$ cat src/rtl/shift_cmd_sequencer_if.sv
// Handshake bundle between a command source and shift_cmd_sequencer.
// Covers the command push side, the external combinational shifter, the result side and the counter.
// master = environment (source, shifter model, consumer); slave = the sequencer.
interface shift_cmd_sequencer_if;
  logic       flush;
  logic       in_valid;
  logic       in_ready;
  logic [7:0] in_data;
  logic [2:0] in_nbits;
  logic [7:0] sh_d_in;
  logic [2:0] sh_n_bits;
  logic [7:0] sh_d_out;
  logic       out_valid;
  logic       out_ready;
  logic [7:0] out_data;
  logic [2:0] out_nbits;
  logic [7:0] done_cnt;

  modport master (
    output flush, in_valid, in_data, in_nbits, sh_d_out, out_ready,
    input  in_ready, sh_d_in, sh_n_bits, out_valid, out_data, out_nbits, done_cnt
  );

  modport slave (
    input  flush, in_valid, in_data, in_nbits, sh_d_out, out_ready,
    output in_ready, sh_d_in, sh_n_bits, out_valid, out_data, out_nbits, done_cnt
  );
endinterface

$ cat src/rtl/shift_cmd_sequencer.sv
// Queues {word, shift} commands and runs them one at a time through an external combinational shifter.
// Latency: push at edge N -> out_valid after edge N+2; one result per 2 cycles with out_ready held high.
// Backpressure: in_ready = !full (registered); results held until out_ready. Macro SHIFT_SEQ_CNT_EN builds done_cnt.
module shift_cmd_sequencer #(
  parameter int DEPTH = 4  // power of two, 2..16
) (
  input  logic                 clk,
  input  logic                 rst,
  shift_cmd_sequencer_if.slave bus
);
  localparam int AW = $clog2(DEPTH);
  localparam int CW = AW + 1;

  typedef struct packed {
    logic [7:0] data;
    logic [2:0] nbits;
  } cmd_t;

  typedef enum logic [1:0] {IDLE, CAPT, HOLD} state_t;

  cmd_t          mem_q [DEPTH];
  logic [AW-1:0] wr_ptr_q;
  logic [AW-1:0] rd_ptr_q;
  logic [CW-1:0] cnt_q;
  logic [CW-1:0] cnt_d;
  logic          in_ready_q;
  state_t        state_q;
  state_t        state_d;
  logic [7:0]    sh_d_in_q;
  logic [2:0]    sh_n_bits_q;
  logic          out_valid_q;
  logic [7:0]    out_data_q;
  logic [2:0]    out_nbits_q;
  logic          push;
  logic          pop;
  logic          capt;
  logic          accept;
  logic          empty;
  cmd_t          head;

  // A push never bypasses to the pop side: pop only looks at the occupancy before this edge.
  assign empty = (cnt_q == '0);
  assign push  = bus.in_valid && in_ready_q && !bus.flush;
  assign head  = mem_q[rd_ptr_q];

  // Next state and per-edge strobes; flush overrides every handshake.
  always_comb begin
    state_d = state_q;
    pop     = 1'b0;
    capt    = 1'b0;
    accept  = 1'b0;
    case (state_q)
      IDLE: begin
        if (!empty) begin
          pop     = 1'b1;
          state_d = CAPT;
        end
      end
      CAPT: begin
        capt    = 1'b1;
        state_d = HOLD;
      end
      HOLD: begin
        if (out_valid_q && bus.out_ready) begin
          accept = 1'b1;
          if (!empty) begin
            pop     = 1'b1;
            state_d = CAPT;
          end else begin
            state_d = IDLE;
          end
        end
      end
      default: state_d = IDLE;
    endcase
    if (bus.flush) begin
      state_d = IDLE;
      pop     = 1'b0;
      capt    = 1'b0;
      accept  = 1'b0;
    end
  end

  // Occupancy update: simultaneous push and pop cancel out.
  always_comb begin
    cnt_d = cnt_q;
    if (push && !pop) begin
      cnt_d = cnt_q + CW'(1);
    end else if (pop && !push) begin
      cnt_d = cnt_q - CW'(1);
    end
  end

  // FSM state register.
  always_ff @(posedge clk) begin
    if (rst) begin
      state_q <= IDLE;
    end else begin
      state_q <= state_d;
    end
  end

  // FIFO storage; contents need no reset since occupancy gates every read.
  always_ff @(posedge clk) begin
    if (push) begin
      mem_q[wr_ptr_q] <= cmd_t'({bus.in_data, bus.in_nbits});
    end
  end

  // FIFO pointers (wrap naturally at DEPTH), occupancy and registered in_ready.
  always_ff @(posedge clk) begin
    if (rst || bus.flush) begin
      wr_ptr_q   <= '0;
      rd_ptr_q   <= '0;
      cnt_q      <= '0;
      in_ready_q <= 1'b1;
    end else begin
      if (push) begin
        wr_ptr_q <= wr_ptr_q + AW'(1);
      end
      if (pop) begin
        rd_ptr_q <= rd_ptr_q + AW'(1);
      end
      cnt_q      <= cnt_d;
      in_ready_q <= (cnt_d != CW'(DEPTH));
    end
  end

  // Shifter operand registers; flush leaves the last operands in place.
  always_ff @(posedge clk) begin
    if (rst) begin
      sh_d_in_q   <= '0;
      sh_n_bits_q <= '0;
    end else if (pop) begin
      sh_d_in_q   <= head.data;
      sh_n_bits_q <= head.nbits;
    end
  end

  // Result capture and hold until the consumer accepts.
  always_ff @(posedge clk) begin
    if (rst) begin
      out_valid_q <= 1'b0;
      out_data_q  <= '0;
      out_nbits_q <= '0;
    end else if (bus.flush) begin
      out_valid_q <= 1'b0;
    end else if (capt) begin
      out_valid_q <= 1'b1;
      out_data_q  <= bus.sh_d_out;
      out_nbits_q <= sh_n_bits_q;
    end else if (accept) begin
      out_valid_q <= 1'b0;
    end
  end

`ifdef SHIFT_SEQ_CNT_EN
  logic [7:0] done_cnt_q;

  // Completed-result counter: survives flush, cleared only by rst, wraps at 256.
  always_ff @(posedge clk) begin
    if (rst) begin
      done_cnt_q <= '0;
    end else if (accept) begin
      done_cnt_q <= done_cnt_q + 8'd1;
    end
  end

  assign bus.done_cnt = done_cnt_q;
`else
  assign bus.done_cnt = 8'd0;
`endif

  assign bus.in_ready  = in_ready_q;
  assign bus.sh_d_in   = sh_d_in_q;
  assign bus.sh_n_bits = sh_n_bits_q;
  assign bus.out_valid = out_valid_q;
  assign bus.out_data  = out_data_q;
  assign bus.out_nbits = out_nbits_q;
endmodule

$ cat src/flat_wrapper.sv
// flat-port wrapper written by rule: the top's interface ports become plain ports
module shift_cmd_sequencer_flat 
#(
  parameter int DEPTH = 4                        
)
  (clk, rst, bus_flush, bus_in_valid, bus_in_data, bus_in_nbits, bus_sh_d_out, bus_out_ready, bus_in_ready, bus_sh_d_in, bus_sh_n_bits, bus_out_valid, bus_out_data, bus_out_nbits, bus_done_cnt);
  shift_cmd_sequencer_if bus_i ();
  input  logic clk;
  input  logic rst;
  input wire logic [$bits(bus_i.flush)-1:0] bus_flush;
  input wire logic [$bits(bus_i.in_valid)-1:0] bus_in_valid;
  input wire logic [$bits(bus_i.in_data)-1:0] bus_in_data;
  input wire logic [$bits(bus_i.in_nbits)-1:0] bus_in_nbits;
  input wire logic [$bits(bus_i.sh_d_out)-1:0] bus_sh_d_out;
  input wire logic [$bits(bus_i.out_ready)-1:0] bus_out_ready;
  output wire logic [$bits(bus_i.in_ready)-1:0] bus_in_ready;
  output wire logic [$bits(bus_i.sh_d_in)-1:0] bus_sh_d_in;
  output wire logic [$bits(bus_i.sh_n_bits)-1:0] bus_sh_n_bits;
  output wire logic [$bits(bus_i.out_valid)-1:0] bus_out_valid;
  output wire logic [$bits(bus_i.out_data)-1:0] bus_out_data;
  output wire logic [$bits(bus_i.out_nbits)-1:0] bus_out_nbits;
  output wire logic [$bits(bus_i.done_cnt)-1:0] bus_done_cnt;
  assign bus_i.flush = bus_flush;
  assign bus_i.in_valid = bus_in_valid;
  assign bus_i.in_data = bus_in_data;
  assign bus_i.in_nbits = bus_in_nbits;
  assign bus_i.sh_d_out = bus_sh_d_out;
  assign bus_i.out_ready = bus_out_ready;
  assign bus_in_ready = bus_i.in_ready;
  assign bus_sh_d_in = bus_i.sh_d_in;
  assign bus_sh_n_bits = bus_i.sh_n_bits;
  assign bus_out_valid = bus_i.out_valid;
  assign bus_out_data = bus_i.out_data;
  assign bus_out_nbits = bus_i.out_nbits;
  assign bus_done_cnt = bus_i.done_cnt;
  shift_cmd_sequencer #(.DEPTH(DEPTH)) u_core (.clk(clk), .rst(rst), .bus(bus_i));
endmodule
$ cat config.mk
export PLATFORM = sky130hd
export DESIGN_NAME = shift_cmd_sequencer_flat
export DESIGN_NICKNAME = d
export VERILOG_FILES = /design/src/rtl/shift_cmd_sequencer_if.sv /design/src/rtl/shift_cmd_sequencer.sv /design/src/flat_wrapper.sv
export SDC_FILE = /design/constraint.sdc
export NUM_CORES = 1
export LEC_CHECK = 0
export ABC_AREA = 1
export BUFFER_PORTS_ARGS = -buffer_cell sky130_fd_sc_hd__buf_2
export CAP_MARGIN = 15
export CORE_ASPECT_RATIO = 0.5
export CORE_MARGIN = 5
export CORE_UTILIZATION = 47
export CTS_CLUSTER_DIAMETER = 50
export CTS_CLUSTER_SIZE = 8
export DETAILED_ROUTE_END_ITERATION = 8
export HOLD_SLACK_MARGIN = 0.05
export PLACE_DENSITY_LB_ADDON = 0.15
export SYNTH_ARGS = -nofsm -noshare
export SYNTH_HDL_FRONTEND = slang
export SYNTH_SLANG_ARGS = --single-unit
$ cat constraint.sdc
create_clock -name clk -period 2.2 [get_ports clk]
set_clock_uncertainty 0.2 [all_clocks]
set_input_delay 0.11 -clock clk [delete_from_list [all_inputs] [get_ports clk]]
set_output_delay 0.11 -clock clk [all_outputs]
set_load 0.01 [all_outputs]
==> metrics, run 1 <==
worst path cell trace dlygate4sd3_1, buf_2, nor2_4, dlygate4sd3_1, o21ai_0, dlygate4sd3_1, nor2_1; fin crit period 2100 ps; first-pass GRT wire length 11000 um; top cells by area, synth edfxtp_1 42%, dfxtp_1 21%, nand2_1 5.9%; clock power share 0.427; Buf/Inv on CP 4; Root Driver clkbuf_16; RSZ-0062 raised after global routing false; status complete, no violations; Post-synth ARST share 0; most instantiated library cell after synthesis nand2_1; Int Pwr 0.00254 W; Cells after DPL 444; Worst R2R Setup Slack 150 ps; largest net degree at the start of global routing 24; critical path class in2reg; post-synthesis sequential area ratio 0.624; Slowest Stage Delay on Critical Path 570 ps; violation count after the first detailed-routing iteration 150; final std cells w/o fill 495; total global-route track usage 0.170; delay-heaviest family, CP buffers and inverters; Setup TNS 0 ps; remaining global-route overflow 0; Final Setup Violations 0; CP endpoint kind flip-flop; htree depth 3; Crit path required time 2270 ps; Post-synth top cells 50 x nand2_1, 44 x edfxtp_1, 44 x nor2_1; core area 0.00662 mm^2; Worst-Skew Late Latency 330 ps; row count 21; routed vias 2409; Vias/cell 4.87; critical path's slowest cell dlygate4sd3_1; drt total wl 6770 um; Hold Path Class in2reg; placed instance area 0.00348 mm^2; Final Wtd Congestion 0.806; vias in the first global route 2309; Wirelength per Cell 13.7 um; crit path launch type primary input; worst hold stages 4; initial antenna violation count 0; pwr/cell area 787 mW/mm^2; clock slew at reported path FFs 50 ps; total net switching power 0.000709 W; hold slack final 96.7 ps; Max IR drop VDD 0.424 mV; Comb power frac 0.087; PortBufs 47; Area Growth Syn to Fin 30.2%; switching share of power 0.218; leading area contributor after synthesis edfxtp_1; nets 430; Synth warnings 0; Cells after Synth 312; Die Wd 126 um; max-capacitance violation count 0; Starting Density 0.479; Clock Sinks 77; layout cells sized above 1 0.218; count of final max-slew check failures 0; # IOs 56; CP Depth 7; antenna diode count 0; Sequential Power Share 0.486; post-route antenna net violation count 0; die height 68.1 um; Post-synth top flop edfxtp_1; crit-path max FO 3; DRC 0; Synth Area per Inst 10.2 um^2; clock buffer count from CTS 9; die area 0.00860 mm^2; final instance area 0.00413 mm^2; Max Buffers Root-to-Sink 2; Final HPWL DP 4280 um; #FFs+latches synth 77; EDFF count, synth 44; Netlist Area Pre-Place 0.00317 mm^2; Pre-antenna DRT Iters 4; top-area cell type share of the netlist area 0.416; Hold Violations, Final 0; post-layout util 0.624; Max Clk Rate 0.476 GHz; LEAKAGE 1.65 nW; part of the cycle the worst path needs 0.955; Netlist cell types 27; Crit path top cell by count dlygate4sd3_1; critical path data arrival time 2170 ps; FF-to-FF path depth 8; TritonCTS clock tree built
per-stage QoR:
step | total power, W | worst slack (ps)
after floorplan | 0.00177 | 542
after global placement | 0.00184 | 470
after detailed placement | 0.00185 | 412
after CTS | 0.00326 | 26.7
after global routing | 0.00338 | 22.1
final | 0.00325 | 99.6
worst register-to-register path, stage by stage, from the launching register on:
cell,delay (ps)
dfxtp_1,360
inv_1,90
ha_1,240
nand2_2,100
nand3_4,110
nor2_4,170
o21ai_0,80
dlygate4sd3_1,560
nor2_1,80
cell families (layout without fill, tap and decap cells):
| kind of cell | count (synthesis) | after routing | synth area share |
|---|---|---|---|
| AOI/OAI and AO/OA | 66 | 66 | 0.109 |
| xor gates and xnor gates | 2 | 2 | 0.00552 |
| adders and majority gates | 7 | 7 | 0.0276 |
| buffers and inverters | 41 | 125 | 0.0642 |
| DFF | 77 | 77 | 0.624 |
| other | 1 | 8 | 0.00118 |
| and+or+nand+nor | 118 | 118 | 0.168 |
sequential cells by signal, indices dropped and copies added (netlist names):
signal	cells
u_core.mem_q	44
u_core.bus.out_data	8
u_core.bus.sh_d_in	8
u_core.bus.out_nbits	3
u_core.bus.sh_n_bits	3
u_core.cnt_q	3
u_core.rd_ptr_q	2
u_core.state_q	2
u_core.wr_ptr_q	2
u_core.bus.in_ready	1
u_core.bus.out_valid	1
cell usage in the layout (no fill, tap or decap), types with 7 or more instances in the layout:
cell,n
inv_1,14
nor2_1,43
dfxtp_1,32
a21oi_1,26
buf_2,47
buf_4,11
clkbuf_16,9
nand4_1,11
o21ai_0,29
nand2_1,50
ha_1,7
edfxtp_1,44
conb_1,8
dlygate4sd3_1,34
power by group through the flow:
stage	logic (W)	clock network, W	registers, W
2_1_floorplan	0.000161	0	0.00161
6_report	0.000284	0.00139	0.00158
4_1_cts	0.000276	0.00141	0.00158
3_3_place_gp	0.000230	0	0.00161
5_1_grt	0.000317	0.00148	0.00158
3_5_place_dp	0.000236	0	0.00161
worst paths after layout:
kind                                       startpoint                     to
worst max register to register        u_core.cnt_q[0]     u_core.rd_ptr_q[0]
worst min register to register  u_core.bus.sh_d_in[7]  u_core.bus.sh_d_in[7]
worst max-delay path                              rst     u_core.rd_ptr_q[0]
worst min-delay path                        bus_flush     u_core.wr_ptr_q[0]
layout make-up:
cell class | instances | area (um^2)
fillers | 542 | 2490
flip-flops and latches | 77 | 1980
multi-input cells | 201 | 1030
repair buffers | 92 | 658
clock buffers | 10 | 229
well taps | 92 | 115
inverters | 18 | 67.6
clock inverters | 5 | 52.6
repair_timing:
action,CTS,global route
setup endpoints to repair,0,9
setup buffers,0,2
hold endpoints to repair,73,0
resized for setup,0,4
hold buffers,34,0
metal layers:
layer,share of wire,vias to the layer above,track usage
met5,0,-,0
met3,0.074,12,0.0631
met2,0.46,65,0.292
li1,-,1215,-
met4,0.017,0,0.0602
met1,0.45,1117,0.200
(Power assumes the default switching activity.)
==> run 2, diff against run 1 <==
ABC_AREA = not set   (was 1)
==> run 2 against run 1 <==
Maximum frequency up 0.73%. Register-to-register slack got worse by 40 ps. Sequential cell count unchanged. First-iteration DRC count is 13% lower. Combinational power up 11%. Area after synthesis down 2.7%. Setup slack better by 15 ps. Critical endpoint is now u_core.bus.in_ready. Highest routed layer unchanged.
==> metrics, run 2 <==
crit path launch type flip-flop; die area 0.00839 mm^2 (-2.4%); Post-synth ARST share 0 (unchanged); normalized max-slew margin 0.655; nets 322 (-25%); first-pass GRT wire length 9760 um (-11%); Pre-antenna DRT Iters 4 (unchanged); clock slew at reported path FFs 60 ps (about the same); final instance area 0.00395 mm^2 (-4.5%); Worst-Skew Late Latency 320 ps (about the same); count of final max-slew check failures 0 (unchanged); Post-synth top flop edfxtp_1; commonest non-fill, non-tap cell in the layout buf_2; Final Wtd Congestion 0.790 (-2.0%); fin crit period 2090 ps (-15.3 ps); routed vias 1819 (-24%); Die Wd 125 um (-1.3%); Crit path required time 2200 ps (-70 ps); Critical Path Source u_core.cnt_q[0]; layout cells sized above 1 0.297 (+0.0789); Vias/cell 4.74 (-2.7%); Synth Area per Inst 14.4 um^2 (+41%); DRC 0 (unchanged); RSZ-0062 raised after global routing false; antenna diode count 0 (unchanged); TritonCTS clock tree built; Wirelength per Cell 15.1 um (+11%); Final Setup Violations 0 (unchanged); Cells after Synth 215 (-31%); commonest cells after routing, fill and taps aside 47 x buf_2, 44 x edfxtp_1, 32 x dfxtp_1, 31 x nor2_1, 23 x mux2i_1; top-area cell type share of the netlist area 0.428 (+0.0116); Hold Violations, Final 0 (unchanged); Max IR drop VDD 0.684 mV (+61%); Starting Density 0.496 (+0.0162); PortBufs 47 (unchanged); #FFs+latches synth 77 (unchanged); Hold Path Class in2reg; max-capacitance violation count 0 (unchanged); CP endpoint kind flip-flop; post-synthesis sequential area ratio 0.642 (+0.0175); top cells by area, synth edfxtp_1 43%, dfxtp_1 21%, mux4_2 8.0%; Area Growth Syn to Fin 27.8%; Final HPWL DP 3810 um (-11%); placed instance area 0.00342 mm^2 (-1.9%); Hold Crit Start rst; status complete, no violations; die height 67.3 um (-1.2%); r2r startpoint u_core.cnt_q[0]; crit-path max FO 4 (+1); post-route antenna net violation count 0 (unchanged); pwr/cell area 850 mW/mm^2 (+8.0%); Max Clk Rate 0.480 GHz (+0.73%); largest net degree at the start of global routing 26 (+8.3%); remaining global-route overflow 0 (unchanged); Root Driver clkbuf_16; Synth warnings 0 (unchanged); Netlist Area Pre-Place 0.00309 mm^2 (-2.7%); total global-route track usage 0.152 (-0.0174); drt total wl 5800 um (-14%); Post-synth top cells 44 x edfxtp_1, 33 x dfxtp_1, 31 x nor2_1; violation count after the first detailed-routing iteration 131 (-13%); critical path data arrival time 2080 ps (-90 ps); Netlist cell types 33 (+22%); vias in the first global route 1894 (-18%); Max Buffers Root-to-Sink 2 (unchanged); critical path class reg2reg; htree depth 3 (unchanged); leading area contributor after synthesis edfxtp_1; clock buffer count from CTS 9 (unchanged); Clock Sinks 77 (unchanged); part of the cycle the worst path needs 0.948 (-0.00694); LEAKAGE 1.50 nW (-8.8%); core area 0.00623 mm^2 (-5.9%); EDFF count, synth 44 (unchanged); row count 20 (-4.8%); # IOs 56 (unchanged); initial antenna violation count 0 (unchanged); worst slew pin tran 518 ps; Setup TNS 0 ps (unchanged); max reg flops 44 (unchanged); most flop-heavy register u_core.mem_q; Post-CTS Setup Inserts 0 (unchanged); most instantiated library cell after synthesis edfxtp_1
-- run 2: cell types whose count changed after synthesis, sizes merged, moves of 4 or more --
cell	before	now
nand2	52	5
o21ai	35	4
a21oi	29	4
mux2i	0	24
nor2	45	31
inv	18	5
nand4	12	0
mux4	0	11
nand3	9	1
and2	0	4
buf	17	13
xnor2	0	4
-- run 2: layer usage --
layer / vias to the layer above / part of all wire / global-route usage
li1: 905 / - / -
met3: 2 / 0.062 / 0.0600
met1: 859 / 0.47 / 0.189
met2: 53 / 0.46 / 0.256
met4: 0 / 0.0047 / 0.0369
met5: - / 0 / 0
-- run 2: per-stage QoR --
| stage | std cells | hold slack [ps] | util | setup WS [ps] | total power (W) |
|---|---|---|---|---|---|
| floorplan | 222 | 8.87 | - | 228 | 0.00182 |
| global placement | 347 | 122 | 0.548 | 183 | 0.00189 |
| detailed placement | 347 | 125 | 0.548 | 75.0 | 0.00190 |
| CTS | 384 | 51.7 | 0.631 | 85.2 | 0.00337 |
| global route | 384 | 82.1 | 0.633 | 2.79 | 0.00350 |
| finish | 384 | 48.3 | 0.633 | 115 | 0.00335 |
-- run 2: logic make-up after synthesis --
logic type      Yosys count  share of synthesized area
fa+ha+maj                 9                     0.0348
mux                      35                      0.158
buf+inv                  24                     0.0421
xor+xnor                  5                     0.0142
other cells               1                    0.00121
flops                    77                      0.642
compound gates           12                     0.0259
simple gates             52                     0.0819
-- run 2: area by class of cell --
class	instances	area, um^2
clock buffers	12	256
clock inverters	4	47.5
fillers	479	2290
inverters	5	18.8
multi-input cells	121	1020
flip-flops and latches	77	1980
well taps	88	110
repair buffers	77	513
-- run 2: worst paths after layout --
check	to	slack, ps	cells after the start
worst max-delay path	u_core.bus.in_ready	110	7
worst min register to register	u_core.bus.out_valid	250	1
worst min-delay path	u_core.bus.sh_d_in[4]	50	2
worst max register to register	u_core.bus.in_ready	110	7
-- run 2: critical path, stage by stage, from the launching register on --
cell	delay, ps
dfxtp_1	360
inv_1	110
ha_1	200
nor2b_1	180
or3_4	380
mux2i_2	190
mux2i_1	230
o21ai_0	110
-- run 2: timing repair --
action | 4_1_cts | 5_1_grt
endpoints found under the setup margin | 0 | 2
hold buffers | 21 | 0
gates resized for setup | 0 | 4
hold endpoints to repair | 56 | 0
-- run 2: power by group --
part,total [W],internal [W],switching (W)
Sequential,0.00159,0.00156,0.0000247
Combinational,0.000316,0.000156,0.000160
Clock,0.00145,0.000935,0.000514
Total,0.00335,0.00266,0.000699
